File: config.mk
export PLATFORM = sky130hd
export DESIGN_NAME = uart_tx_arb
export DESIGN_NICKNAME = d
export VERILOG_FILES = /design/src/rtl/uart_tx_arb.sv
export SDC_FILE = /design/constraint.sdc
export NUM_CORES = 1
export LEC_CHECK = 0
export ABC_AREA = 1
export CELL_PAD_IN_SITES_DETAIL_PLACEMENT = 1
export CELL_PAD_IN_SITES_GLOBAL_PLACEMENT = 1
export CORE_ASPECT_RATIO = 0.9
export CORE_MARGIN = 5
export CORE_UTILIZATION = 24
export CTS_CLUSTER_SIZE = 16
export DETAILED_ROUTE_END_ITERATION = 10
export HOLD_SLACK_MARGIN = 0.05
export PLACE_DENSITY_LB_ADDON = 0.1
export SETUP_SLACK_MARGIN = 0.1
export SYNTH_ARGS = -nofsm -noshare
export SYNTH_HDL_FRONTEND = slang
export SYNTH_SLANG_ARGS = --single-unit
File: constraint.sdc
create_clock -name clk -period 2.1 [get_ports clk]
set_input_delay 0.21 -clock clk [delete_from_list [all_inputs] [get_ports clk]]
set_output_delay 0.21 -clock clk [all_outputs]
set_load 0.005 [all_outputs]
File: src/rtl/uart_tx_arb.sv
// Round-robin arbiter sharing one uart_tx byte serializer between N requesters, locked per message.
// Latency: 1 cycle request-to-grant, 0 added cycles per in-message byte, min 1 idle cycle between messages.
// Backpressure: tx_ready passes straight to the owner's req_ready; non-owners see ready=0 and must hold.
// Optional idle-owner forced unlock is compiled in with `define UART_ARB_TIMEOUT_EN.
module uart_tx_arb #(
  parameter int N       = 4,
  parameter int TIMEOUT = 1_000_000
) (
  input  logic           clk,
  input  logic           reset,
  input  logic [N*8-1:0] req_data,
  input  logic [N-1:0]   req_valid,
  input  logic [N-1:0]   req_last,
  output logic [N-1:0]   req_ready,
  output logic [7:0]     tx_data,
  output logic           tx_valid,
  input  logic           tx_ready,
  output logic [N-1:0]   grant,
  output logic           busy,
  output logic           timeout
);

  localparam int OW = $clog2(N);

  typedef enum logic {
    IDLE = 1'b0,
    OWN  = 1'b1
  } state_t;

  state_t        state, state_nxt;
  logic [OW-1:0] owner, owner_nxt;
  logic [OW-1:0] last_owner, last_owner_nxt;
  logic [OW-1:0] pick;
  logic [N-1:0]  grant_nxt;
  logic [N-1:0]  rot;
  logic          found;
  logic [7:0]    own_data;
  logic          own_valid;
  logic          own_last;
  logic          xfer;
  logic          release_last;
  logic          force_unlock;

  // Index base+off wrapped into 0..N-1; off never exceeds N, so one subtraction suffices.
  function automatic logic [OW-1:0] wrap_add(input logic [OW-1:0] base, input int off);
    int s;
    s = int'(base) + off;
    if (s >= N) s = s - N;
    return OW'(s);
  endfunction

  // Rotate requests so bit 0 is the requester just after last_owner, then take the first set bit.
  always_comb begin
    rot   = '0;
    pick  = '0;
    found = 1'b0;
    for (int k = 0; k < N; k++) begin
      rot[k] = req_valid[wrap_add(last_owner, k + 1)];
    end
    for (int k = 0; k < N; k++) begin
      if (rot[k] && !found) begin
        found = 1'b1;
        pick  = wrap_add(last_owner, k + 1);
      end
    end
  end

  assign own_data     = req_data[{owner, 3'b000} +: 8];
  assign own_valid    = req_valid[owner];
  assign own_last     = req_last[owner];
  assign xfer         = (state == OWN) && own_valid && tx_ready;
  assign release_last = xfer && own_last;

`ifdef UART_ARB_TIMEOUT_EN
  localparam int CW = $clog2(TIMEOUT + 1);
  logic [CW-1:0] idle_cnt;

  // A last-byte transfer on the terminal-count cycle wins: it is a normal release, not a timeout.
  assign force_unlock = (state == OWN) && (idle_cnt == CW'(TIMEOUT)) && !release_last;

  // Count consecutive owner cycles with no valid byte; any valid cycle or a new lock restarts it.
  always_ff @(posedge clk or posedge reset) begin
    if (reset) begin
      idle_cnt <= '0;
    end else if ((state != OWN) || force_unlock || own_valid) begin
      idle_cnt <= '0;
    end else if (idle_cnt != CW'(TIMEOUT)) begin
      idle_cnt <= idle_cnt + 1'b1;
    end
  end
`else
  logic unused_timeout;
  assign unused_timeout = (TIMEOUT != 0);
  assign force_unlock   = 1'b0;
`endif

  assign timeout = force_unlock;
  assign busy    = (state == OWN);

  // Next-state and pass-through: only the owner's byte reaches the UART, and only while locked.
  always_comb begin
    state_nxt      = state;
    owner_nxt      = owner;
    last_owner_nxt = last_owner;
    grant_nxt      = grant;
    req_ready      = '0;
    tx_data        = '0;
    tx_valid       = 1'b0;
    case (state)
      IDLE: begin
        if (found) begin
          state_nxt       = OWN;
          owner_nxt       = pick;
          grant_nxt       = '0;
          grant_nxt[pick] = 1'b1;
        end
      end
      OWN: begin
        tx_data          = own_data;
        tx_valid         = own_valid;
        req_ready[owner] = tx_ready;
        if (release_last || force_unlock) begin
          state_nxt      = IDLE;
          last_owner_nxt = owner;
          grant_nxt      = '0;
        end
      end
    endcase
  end

  // State registers; last_owner resets to N-1 so requester 0 has first priority.
  always_ff @(posedge clk or posedge reset) begin
    if (reset) begin
      state      <= IDLE;
      owner      <= '0;
      last_owner <= OW'(N - 1);
      grant      <= '0;
    end else begin
      state      <= state_nxt;
      owner      <= owner_nxt;
      last_owner <= last_owner_nxt;
      grant      <= grant_nxt;
    end
  end

endmodule
-- After elaboration in Yosys (flattened, before gate mapping)
Index checks and enable logic that the tools add are counted.
Widths: inputs -> output; s select.
- add/sub/neg operators: 8
- multiply operators: 0
- divide/modulo/power cells: 0
- magnitude comparators: 12
- eq/ne operators: 2
- shift-type cells: 1
- mux-type cells: 37
- bitwise gates (word level): 2
- reductions and logical operators: 14
- operators with widths (operator ; count):
    $shiftx 32x6->8 ; 1
    $lt 2x3->1 const B ; 6
    $mux 2 ; 8
    $mux 1 ; 15
    $bmux 1 s2 ; 6
    $mux 4 ; 3
    $ge 3x3->1 const B ; 3
    $logic_and 1x1->1 ; 8
    $mux 8 ; 1
    $pmux 4 s2 ; 1
    $sub 2x1->2 const B ; 4
    $add 2x2->3 const B ; 2
    $reduce_and 2->1 ; 3
    $add 2x3->4 const B ; 1
    $and 4x4->4 ; 1
    $demux 1 s2 ; 2
    $ge 2x1->1 const B ; 2
    $ge 4x3->1 const B ; 1
    $add 2x1->3 const B ; 1
    $logic_not 1->1 ; 3
    $ne 2x1->1 const B ; 1
    $ne 2x2->1 const B ; 1
    $pmux 1 s2 ; 1
    $not 1->1 ; 1
- register bits after elaboration: 9
- latch bits: 0
- memory bits (writable): 0
- bits in read-only memories: 0
- bits of input ports: 43
- output and inout bits: 19
- logic and storage cells: 80
- memories kept: 0

-- Depth between registers and ports, before layout
- depth after elaboration: 21
- gate-level depth with buffers: 12
- depth with buffers taken out: 12

-- Worst setup path before layout
OpenSTA, ideal clock, no wires.
- kind: register -> register
- start point: register last_owner[0]
- end point: register grant[1]
- arrival time: 1.372 ns
- data required time: 1.983 ns
- setup slack: 0.611 ns
- stages on the path, launching flop included: 11
- path buffers: 1
- clock period less this slack: 1.489 ns
- path through: dfstp_2 buf_6 nand2_1 nand2_2 nand2_1 nand2_1 nand2_2 o21ai_4 nor2_2 nand2_1 nand2_1
- longest elaborated chain between the ends: 21
- elaborated cells on any way between the ends: 47
- those cells by class: add/sub: 8; order compare: 6; eq/ne: 1; mux: 24; reduce/logical: 8
- RTL lines (element ; RTL line ; source):
    start: declaration ; 32 ; logic [OW-1:0] last_owner, last_owner_nxt;
    start signal: assignment ; 136 ; last_owner <= OW'(N - 1);
    start signal: assignment ; 141 ; last_owner <= last_owner_nxt;
    $add 2x1->3 ; 47 ; s = int'(base) + off;
    $ge 3x3->1 or $sub 2x1->2 (tied branches) ; 48 ; if (s >= N) s = s - N;
    $mux 2 ; 48 ;
    $bmux 1 s2 ; 58 ; rot[k] = req_valid[wrap_add(last_owner, k + 1)];
    $mux 1 (implied by the code) ; 58 ;
    $mux 1 ; 61 ; if (rot[k] && !found) begin
    $logic_not 1->1 ; 61 ;
    $logic_and 1x1->1 ; 61 ;
    [... 5 more ...] ; -- ;
    $logic_and 1x1->1 ; 61 ;
    $mux 2 ; 61 ;
    $lt 2x3->1 (implied by the code) or $ge 2x1->1 (tied branches) ; 115 ; grant_nxt[pick] = 1'b1;
    $logic_and 1x1->1 (implied by the code) ; 115 ;
    $mux 1 (implied by the code) ; 115 ;
    $demux 1 s2 ; 115 ;
    $mux 4 ; 111 ; if (found) begin
    $pmux 4 s2 ; 109 ; case (state)
    end signal: assignment ; 142 ; grant <= grant_nxt;
    end: declaration ; 18 ; output logic [N-1:0] grant,
Several ways; a longest one is shown, not always the timed one. The select of a mux whose other input is x is not followed.
A chain may end at the register's enable or synchronous reset.

-- Worst setup path in the final report
- start point: register owner[1]
- end point: output port req_ready[0]
- longest elaborated chain between the ends: 6
- elaborated cells on any way between the ends: 7
- those cells by class: order compare: 2; mux: 3; bitwise: 1; reduce/logical: 1
- RTL lines (element ; RTL line ; source):
    start: declaration ; 31 ; logic [OW-1:0] owner, owner_nxt;
    start signal: assignment ; 140 ; owner <= owner_nxt;
    $lt 2x3->1 (implied by the code) or $ge 2x1->1 (tied branches) ; 121 ; req_ready[owner] = tx_ready;
    $logic_and 1x1->1 (implied by the code) ; 121 ;
    $mux 1 (implied by the code) ; 121 ;
    $demux 1 s2 (*) ; 121 ;
    $and 4x4->4 (no line) (*) ; -- ;
    $mux 4 (*) ; 109 ;
    end: declaration ; 14 ; output logic [N-1:0] req_ready,
Mark *: on every way between the ends. The rest lies on a longest branch, timed or not.

==> out/metrics.csv <==
metric,value,unit
"Hold Vio Cnt, Final",0,
largest net degree at the start of global routing,17,
"EDFF count, synth",0,
clock buffer depth,2,
cts hold-fix bufs,0,
r2r worst-path depth,8,
via-per-instance ratio,4.85,
most common cell in the netlist,nand2_1,
Synth Register Bits,9,
ys flop type,dfrtp_1,
Die H,71.9,um
Critical Path Most Common Cell,buf_4,
FF/Latch Area,230,sq um
"Clk Latency, worst-skew pair",0.23,ns
share of cells above drive strength 1,0.225,
Tot GR Track Use,0.162,
initial antenna violation count,0,
crit path buf inv count,3,
Initial DRC Count,57,
grt total ovfl,0,
PortBufs,60,
WP data required,1.89,ns
Layout area overhead,82.2,%
clock root buffer master,clkbuf_8,
Worst R2R Setup Slack,0.33,ns
top post-synthesis cells by area,"nand2_1 20%, dfrtp_1 17%, nand3_1 12%",
Die X,78.8,um
full die area,0.00566,sq mm
area of the multi-input gates,721,sq um
crit-path cells,buf_4 > buf_4 > nor3_1 > clkdlybuf4s50_1,
"area leader, netlist",nand2_1,
CTS tree,yes,
asr flop ratio synth,1.00,
"Net count, final",284,
Max Cap Violations,0,
Rows,22,
clk slew on worst S/H paths,0.05,ns
Setup TNS,0,ns
Initial Util,0.249,
DRC violations left,0,
CP max stage cell,clkdlybuf4s50_1,
final wirelength,4620,um
DRT Pass-1 Iters,4,
Max Clk Rate,523,MHz
Setup crit end kind,output pin,
cell area after layout,0.00186,sq mm
Syn Nets,207,
fill count,531,
HPWL Detailed,3640,um
vias in the first global route,1478,
final worst path period share,0.910,
Stages on worst setup path,4,
CTS H-tree lvls,1,
YS warnings,0,
Setup crit end,req_ready[0],
via count,1396,
RD Place Congestion,0.749,
Unique masters post-synth,29,
# IOs,62,
antenna diode count,0,
Num CTS Buffers,3,
CP Max Fanout,5,
worst hold-check path type,primary input to async pin,
WS Path Type,flip-flop to output pin,
worst clock skew,0.00418,ns
Power Density,1350,mW/mm^2
cell family with most CP delay,buffers and inverters,
synth cell count leaders,"54 x nand2_1, 25 x nand3_1, 9 x inv_1, 8 x a22oi_1, 8 x a31oi_1",
first-pass GRT wire length,7410,um
Synth top area share,0.199,
status,"finished, final reports clean",
"Avg Cell Area, Syn",6.23,sq um
Worst path max stage delay,0.55,ns
Wirelength per Cell,16.0,um
residual antenna-violating net count after detailed routing,0,
Max VDD drop,0.530,mV
Final Max Slew Viols,0,
Lkg Pwr,0.875,nW
Sink Count,9,
RR Startpoint,last_owner[0],
Area after DPL,0.00169,sq mm
Worst EP arrival,1.70,ns
endpoints failing setup,0,
Worst Setup Start Kind,flip-flop,
synthesized instance count,164,
sequential element share of the synthesized area,0.223,
crit path from,owner[1],
min Tclk post-route,1.91,ns
worst reg2reg endpoint,grant[0],
unrepaired setup endpoints after global routing,false,
cell area after synthesis,0.00102,sq mm
CORE AREA,0.00410,sq mm
state kept, by name, indices dropped and copies added, names as in the netlist:
signal,count
busy,1
grant,4
last_owner,2
owner,2
where the power goes:
part / switching (mW) / internal [mW] / leakage [nW]
Combinational: 1.06 / 0.877 / 0.746
Sequential: 0.102 / 0.266 / 0.107
Clock: 0.0757 / 0.133 / 0.0228
Total: 1.23 / 1.28 / 0.875
metal layers:
metal,vias up,GRT usage,part of all wire
met5,-,0,0
met4,0,0.0330,0.0030
met3,2,0.0314,0.043
met2,30,0.274,0.48
met1,657,0.213,0.47
li1,707,-,-
how the worst min path moves through the flow:
stage / endpoint / slack [ns] / depth (start not counted)
2_1_floorplan: busy / 0.04 / 1
3_3_place_gp: grant[3] / 0.49 / 2
3_5_place_dp: grant[3] / 0.51 / 2
4_1_cts: grant[0] / 0.26 / 2
5_1_grt: grant[0] / 0.28 / 2
6_report: grant[0] / 0.24 / 2
per-stage QoR:
| step | utilization | worst slack (ns) | hold WS (ns) | power (mW) | std cells |
|---|---|---|---|---|---|
| floorplan | - | 0.611 | 0.0365 | 1.39 | 164 |
| global placement | 0.411 | 0.226 | 0.488 | 2.09 | 272 |
| detailed placement | 0.411 | 0.148 | 0.506 | 2.15 | 272 |
| CTS | 0.436 | 0.0601 | 0.255 | 2.43 | 281 |
| global route | 0.454 | 0.132 | 0.277 | 2.75 | 288 |
| finish | 0.454 | 0.189 | 0.243 | 2.51 | 288 |
layout make-up:
cell class                 count  share of cell area
tap                           48              0.0323
inverter                      15              0.0303
sequential                     9               0.124
clock buffer                   4              0.0242
timing repair buffer          77               0.402
multi-input combinational    135               0.387
cells by family after synthesis:
| kind of cell | synth area share |
|---|---|
| AOI/OAI and AO/OA | 0.195 |
| buffers and inverters | 0.0944 |
| and+or+nand+nor | 0.484 |
| other | 0.00367 |
| DFF | 0.223 |
cell usage in the layout (no fill, tap or decap), types with 4 or more instances in the layout:
| cell | Yosys | routed |
|---|---|---|
| inv_1 | 9 | 9 |
| clkdlybuf4s50_1 | 0 | 51 |
| o21ai_0 | 5 | 5 |
| a22oi_1 | 8 | 8 |
| nor2_1 | 6 | 6 |
| nand2_2 | 7 | 7 |
| inv_2 | 5 | 5 |
| a31oi_1 | 8 | 8 |
| nand3_1 | 25 | 25 |
| buf_4 | 2 | 13 |
| o21ai_2 | 2 | 4 |
| dfrtp_1 | 7 | 5 |
| dlygate4sd2_1 | 0 | 7 |
| nand2_1 | 54 | 54 |
| nor2_2 | 5 | 4 |
repair_timing:
action | in CTS | in global routing
resized for setup | 12 | 5
endpoints found under the setup margin | 9 | 4
gates cloned | 0 | 1
buffers inserted | 5 | 6
pin swaps | 2 | 2
(Power assumes the default switching activity.)
